$ cat src/rtl/stack_ctrl.sv
// stack_ctrl: turns two raw push-buttons and four data switches into
// single-cycle push/pop strobes for a downstream 8x4 stack, captures popped
// data for display and tracks rejected requests.
//
// Ports
//   clk            system clock, rising edge
//   rstN           synchronous active-low reset
//   btn_push       raw push button (asynchronous, active-high)
//   btn_pop        raw pop button (asynchronous, active-high)
//   sw_data[3:0]   raw data switches (asynchronous)
//   stack_full     downstream stack full flag
//   stack_empty    downstream stack empty flag
//   stack_data_out downstream read data, valid the cycle after pop is sampled
//   push, pop      single-cycle strobes to the stack (only ever in ISSUE)
//   data_in[3:0]   write data, latched when a request is accepted in IDLE
//   disp_data[3:0] last popped value
//   disp_valid     disp_data holds a popped value
//   err            sticky: the most recent request was rejected
//   err_count[7:0] saturating count of rejected requests
//   fsm_state[1:0] debug view of the FSM state (0 IDLE, 1 ISSUE, 2 CAPTURE)
//
// Handshake: there is no ready back-pressure. push/pop are one-cycle
// strobes the stack must act on in the cycle they are high; the stack's
// read data is taken one cycle after a pop strobe.
module stack_ctrl #(
  parameter int unsigned DEBOUNCE_CYCLES = 4
) (
  input  logic       clk,
  input  logic       rstN,
  input  logic       btn_push,
  input  logic       btn_pop,
  input  logic [3:0] sw_data,
  input  logic       stack_full,
  input  logic       stack_empty,
  input  logic [3:0] stack_data_out,
  output logic       push,
  output logic       pop,
  output logic [3:0] data_in,
  output logic [3:0] disp_data,
  output logic       disp_valid,
  output logic       err,
  output logic [7:0] err_count,
  output logic [1:0] fsm_state
);

  typedef enum logic [1:0] {
    IDLE    = 2'd0,
    ISSUE   = 2'd1,
    CAPTURE = 2'd2
  } state_t;

  // Counter reaching DEBOUNCE_CYCLES is the toggle point, so compare with D-1.
  localparam logic [15:0] CNT_LAST = 16'(DEBOUNCE_CYCLES - 1);

  // Synchronizer layout: [5]=pop, [4]=push, [3:0]=switches.
  logic [5:0]  sync1;
  logic [5:0]  sync2;
  logic [15:0] cnt [2];  // index 0 = push button, 1 = pop button
  logic [1:0]  deb;
  logic [1:0]  deb_prev;
  logic        req_push;
  logic        req_pop;
  logic        pend_push;
  logic        pend_pop;
  logic        reject;
  logic        accept;
  state_t      state;
  state_t      state_next;

  assign fsm_state = state;
  assign req_push  = deb[0] & ~deb_prev[0];
  assign req_pop   = deb[1] & ~deb_prev[1];

  // Synchronizers, debouncers and edge history.
  always_ff @(posedge clk) begin
    if (!rstN) begin
      sync1    <= '0;
      sync2    <= '0;
      deb      <= '0;
      deb_prev <= '0;
      for (int i = 0; i < 2; i++) cnt[i] <= '0;
    end else begin
      sync1    <= {btn_pop, btn_push, sw_data};
      sync2    <= sync1;
      deb_prev <= deb;
      for (int i = 0; i < 2; i++) begin
        if (sync2[4+i] != deb[i]) begin
          if (cnt[i] == CNT_LAST) begin
            deb[i] <= sync2[4+i];
            cnt[i] <= '0;
          end else begin
            cnt[i] <= cnt[i] + 16'd1;
          end
        end else begin
          cnt[i] <= '0;
        end
      end
    end
  end

  // Next-state and strobe decode.
  always_comb begin
    state_next = state;
    push       = 1'b0;
    pop        = 1'b0;
    reject     = 1'b0;
    accept     = 1'b0;
    case (state)
      IDLE: begin
        // Requests arriving in any other state are simply not looked at.
        if (req_push || req_pop) state_next = ISSUE;
      end
      ISSUE: begin
        if (pend_push && pend_pop) begin
          // Simultaneous push+pop is always issued, even on an empty stack.
          push   = 1'b1;
          pop    = 1'b1;
          accept = 1'b1;
        end else if (pend_push) begin
          push   = ~stack_full;
          accept = ~stack_full;
          reject = stack_full;
        end else if (pend_pop) begin
          pop    = ~stack_empty;
          accept = ~stack_empty;
          reject = stack_empty;
        end
        state_next = (pop && !stack_empty) ? CAPTURE : IDLE;
      end
      CAPTURE: state_next = IDLE;
      default: state_next = IDLE;
    endcase
  end

  always_ff @(posedge clk) begin
    if (!rstN) begin
      state      <= IDLE;
      pend_push  <= 1'b0;
      pend_pop   <= 1'b0;
      data_in    <= '0;
      disp_data  <= '0;
      disp_valid <= 1'b0;
      err        <= 1'b0;
      err_count  <= '0;
    end else begin
      state <= state_next;
      if (state == IDLE && (req_push || req_pop)) begin
        data_in   <= sync2[3:0];
        pend_push <= req_push;
        pend_pop  <= req_pop;
      end
      if (reject) begin
        err <= 1'b1;
        if (err_count != 8'hFF) err_count <= err_count + 8'd1;
      end else if (accept) begin
        err <= 1'b0;
      end
      if (state == CAPTURE) begin
        disp_data  <= stack_data_out;
        disp_valid <= 1'b1;
      end
    end
  end

endmodule
$ cat config.mk
export PLATFORM = sky130hd
export DESIGN_NAME = stack_ctrl
export DESIGN_NICKNAME = d
export VERILOG_FILES = /design/src/rtl/stack_ctrl.sv
export SDC_FILE = /design/constraint.sdc
export NUM_CORES = 1
export LEC_CHECK = 0
export ABC_AREA = 1
export ABC_CLOCK_PERIOD_IN_PS = 1500
export BUFFER_PORTS_ARGS = -buffer_cell sky130_fd_sc_hd__buf_2
export CORE_MARGIN = 3
export CORE_UTILIZATION = 59
export CTS_CLUSTER_DIAMETER = 40
export DETAILED_ROUTE_END_ITERATION = 16
export GPL_TIMING_DRIVEN = 0
export HOLD_SLACK_MARGIN = 0.06
export PLACE_DENSITY = 0.8
export SLEW_MARGIN = 20
export SYNTH_ARGS = -nofsm -noshare
export SYNTH_HDL_FRONTEND = slang
export SYNTH_SLANG_ARGS = --single-unit
$ cat constraint.sdc
create_clock -name clk -period 1.5 [get_ports clk]
set_input_delay 0.3 -clock clk [delete_from_list [all_inputs] [get_ports clk]]
set_output_delay 0.3 -clock clk [all_outputs]
set_load 0.02 [all_outputs]
Word-level counts from Yosys, hierarchy flattened
Memory sizes are Yosys's and may differ from the RTL's.
Index checks and enable logic that the tools add are counted.
{ "totals": {"regBits": 38, "ram_bits": 32, "in_bits": 14, "output_inout_bits": 22, "memories": 1} }
{ "memory_table": {"columns": ["memory", "depth", "word_bits", "rd", "rd_ports_with_merged_regs", "write_ports", "line_no", "text"], "rows": [
  ["cnt", 2, 16, 2, 0, 2, "58", "logic [15:0] cnt [2];"]
]} }
{ "classes": {"add_sub_neg": 3, "eq_ne": 8, "n_mux": 49, "bitwise": 12, "n_reduce_logical": 10} }
{ "ops": {"columns": ["cell", "count"], "rows": [
  ["$mux 16", 6],
  ["$mux 1", 40],
  ["$add 16x1->16 const B", 2],
  ["$eq 16x2->1 const B", 2],
  ["$add 8x1->8 const B", 1],
  ["$ne 8x8->1 const B", 1],
  ["$or 1x1->1", 6],
  ["$reduce_and 2->1", 3],
  ["$mux 2", 2],
  ["$not 1->1", 4],
  ["$pmux 2 s2", 1],
  ["$logic_and 1x1->1", 3],
  ["$and 1x1->1", 2],
  ["$eq 2x1->1 const B", 1],
  ["$eq 2x2->1 const B", 1],
  ["$logic_not 2->1", 1],
  ["$ne 1x1->1", 2],
  ["$ne 2x2->1 const B", 1],
  ["$reduce_bool 2->1", 1],
  ["$logic_not 1->1", 1],
  ["$logic_or 1x1->1", 1]
]} }

Depth between registers and ports, before layout
{ "depth": {"word_depth": 8, "depth_mapped": 8, "mapped_depth_nobuf": 7} }

Least setup slack after synthesis
Ideal clock, no wire load.
{ "synth_timing": {"path_kind": "register to output", "startpoint": "reg state[0], in the netlist fsm_state[0]", "endpoint": "out pop", "arrival_ns": 1.250, "t_required_ns": 1.200, "path_slack_ns": -0.050, "path_stages_with_launch": 5, "cell_sequence": "dfxtp_1 -> inv_1 -> nor2_2 -> inv_1 -> a211oi_1"} }
{ "synth_between": {"elab_chain_len": 2} }
{ "synth_rtl": {"columns": ["element", "line_no", "text"], "rows": [
  ["start: declaration", "67", "state_t state;"],
  ["start signal: assignment", "146", "state <= state_next;"],
  ["$eq 2x1->1", "108", "case (state)"],
  ["$mux 1", "108", null],
  ["end: declaration", "37", "output logic pop,"]
]} }
Every way passes these cells.

==> out/metrics.csv <==
metric,value,unit
critPathArrivalTime,1.73,ns
crit-reg2reg-launch,cnt[0][1],
finalHoldViolCount,0,
min_path_type,in -> reg,
antenna_found_initial,0,
layout-area-overhead-vs-synth,35.72,%
port_buffers,35,
drive_gt1_share,30.09,%
yosysMostFrequentCell,nand2_1,
ys_seq_area_share,49.50,%
worstReg2RegEnd,cnt[0][2],
drt-total-wl,9094,um
clock_sinks,70,
cts_buffers,9,
diodes,0,
ff2ff_setup_slack,-0.13,ns
cts_max_path_buffers,2,
crit_path_end_kind,flop,
start_kind,flop,
antenna_left,0,
core,5608,um^2
layout_setup_ws,-0.1259,ns
rsz0062_at_grt,yes,
pwr-share-comb,7.5,%
grt_pass1_vias,2905,
synth_ff_type,dfxtp_1,
ir_worst_vdd,603.5,uV
p_switching,1.038,mW
avgSynthCellArea,7.645,um^2
rows,27,
internal_power,2.796,mW
synthTopCellsByArea,"edfxtp_1 (28%), dfxtp_1 (22%), nand2_1 (12%)",
total_power,3.834,mW
power_frac_seq,54.4,%
avgViaCountPerCell,5.294,
min-delay-start,sw_data[2],
syn_inst,455,
holdPathStages,3,
slew_viol_final,0,
initial_utilization,62.03,%
max_cap_viol_count,0,
finalCritPeriodShare,108.4,%
synth_edf_count,32,
whs,0.1303,ns
final_util,84.18,%
cp.required,1.61,ns
status,finished with violations,
synth.distinct_cells,26,
dieArea,6853,um^2
p_sw_share,27.08,%
via_count,3478,
synth_largest_area_cell,edfxtp_1,
fp.dieH,82.78,um
setup_viol,31,
grt_pass1_wl,12280,um
hpwlAfterDp,5114,um
ioPinCount,36,
p_clk_share,38.1,%
synth_commonest_cells,"nand2_1 (109), nor2_1 (82), inv_1 (63)",
tritoncts,done,
root_buffer,clkbuf_8,
grt_start_max_net_pins,16,
gr-total-overflow,0,
drcViolationCount,0,
p_leak,2.088,nW
ys_seq_elements,70,
syn_area,3478,um^2
synthDominantCellAreaShare,27.63,%
gp_congestion,0.9183,
crit_path_start,cnt[0][1],
first_pass_iters,5,
cts.htree.levels,3,
grt_use_total,23.47,%
clkLatencyLatePin,0.35,ns
ys_warn_count,0,
power.density,812.2,nW/um^2
drt-initial-drc-count,354,
wire_per_inst,13.84,um
postCtsHoldBufs,0,
ys_async_sr_fraction,0,%
fmax,0.6151,GHz
worstHoldEndpoint,sync1[2],
fin_crit,1.626,ns
nets,597,
r2r_cells,7,
die_w,82.78,um
violations,setup timing,
clock_skew,0.007809,ns
path_max_fanout,6,
clk_pin_slew_worst_paths,0.09,ns
setup.worst_path.class,reg -> reg,
[sequential cells by signal (all words and copies together) (netlist names)]
signal,flops
cnt,32
data_in,4
deb,2
deb_prev,2
disp_data,4
disp_valid,1
err,1
err_count,8
fsm_state,2
pend_pop,1
pend_push,1
sync1,6
sync2,6
[routing by layer]
layer | up-vias | part of all wire (%) | GRT usage [%]
li1 | 1683 | - | -
met1 | 1575 | 42 | 28.72
met2 | 175 | 48 | 39.66
met3 | 45 | 6.4 | 4.104
met4 | 0 | 3.6 | 11.93
met5 | - | 0 | 0
[timing repair]
item                                    4_1_cts  5_1_grt
setup buffers                                21       26
cloned                                        0        2
pin swaps                                     2       15
gates resized for setup                      19       68
endpoints found under the setup margin       32       40
[critical path: stages, from the launching register on]
cell	delay [ns]
edfxtp_1	0.41
ha_4	0.18
nand4_1	0.11
nor2_2	0.20
nand2_1	0.12
nand2_4	0.14
clkbuf_16	0.17
nor2_2	0.03
[logic make-up after synthesis]
logic type / after synthesis / synth area share [%]
adders and majority gates: 3 / 1.079
and+or+nand+nor: 247 / 30.00
buffers and inverters: 70 / 8.165
xor gates and xnor gates: 12 / 3.022
AOI/OAI and AO/OA: 52 / 8.130
other: 1 / 0.1078
DFF: 70 / 49.50
[layout by cell type, fill, tap and decap left out, types with 2 or more instances in the layout]
| cell | Yosys | layout |
|---|---|---|
| a21oi_2 | 0 | 11 |
| buf_2 | 2 | 35 |
| ha_4 | 0 | 2 |
| nand2_2 | 3 | 8 |
| nand3_2 | 0 | 2 |
| xor2_2 | 0 | 5 |
| nor2_4 | 2 | 10 |
| inv_1 | 63 | 60 |
| nand2_1 | 109 | 102 |
| buf_4 | 1 | 43 |
| xnor2_1 | 4 | 4 |
| dfxtp_2 | 0 | 5 |
| nand3_1 | 31 | 29 |
| xor2_1 | 8 | 3 |
| edfxtp_1 | 32 | 32 |
| o21ai_1 | 0 | 3 |
| nor2_2 | 3 | 18 |
| clkbuf_8 | 0 | 9 |
| conb_1 | 1 | 32 |
| o21ai_0 | 20 | 17 |
| dfxtp_1 | 38 | 33 |
| a21oi_4 | 1 | 2 |
| buf_6 | 2 | 8 |
| inv_2 | 0 | 3 |
| inv_6 | 0 | 3 |
| nand4_1 | 16 | 16 |
| a21oi_1 | 27 | 15 |
| nand2_4 | 1 | 3 |
| nor2_1 | 82 | 59 |
[layout make-up]
cell class                 count  area [um^2]
buffer                         6        51.30
clock buffer                   9        123.9
clock inverter                 7        60.06
fill                         312        887.1
inverter                      64        240.2
multi-input combinational    346         1847
sequential                    70         1728
tap                           72        90.09
timing repair buffer          83        580.6
[power by group through the flow]
stage / combinational, mW / clock [mW] / sequential (mW)
2_1_floorplan: 0.118 / 0 / 2.12
3_3_place_gp: 0.156 / 0 / 2.13
3_5_place_dp: 0.162 / 0 / 2.13
4_1_cts: 0.202 / 1.46 / 2.08
5_1_grt: 0.315 / 1.56 / 2.09
6_report: 0.287 / 1.46 / 2.08
[stage by stage]
| stage | cells | setup slack (ns) | cell area (um^2) | setup TNS, ns |
|---|---|---|---|---|
| global route | 657 | -0.1501 | 4721 | -3.546 |
| global placement | 593 | -0.1495 | 3865 | -2.669 |
| detailed placement | 593 | -0.1785 | 3865 | -3.419 |
| finish | 657 | -0.1259 | 4721 | -2.339 |
| CTS | 630 | -0.02579 | 4272 | -0.02579 |
| floorplan | 486 | 0.07867 | 3600 | 0 |
[worst max path at each step]
| stage | depth (start not counted) | slack, ns | endpoint |
|---|---|---|---|
| 3_3_place_gp | 7 | -0.15 | cnt[1][11] |
| 2_1_floorplan | 7 | 0.08 | cnt[0][8] |
| 4_1_cts | 5 | -0.03 | pop |
| 5_1_grt | 7 | -0.15 | cnt[0][2] |
| 3_5_place_dp | 7 | -0.18 | cnt[1][8] |
| 6_report | 7 | -0.13 | cnt[0][2] |
Power figures use the tool's default switching activity.
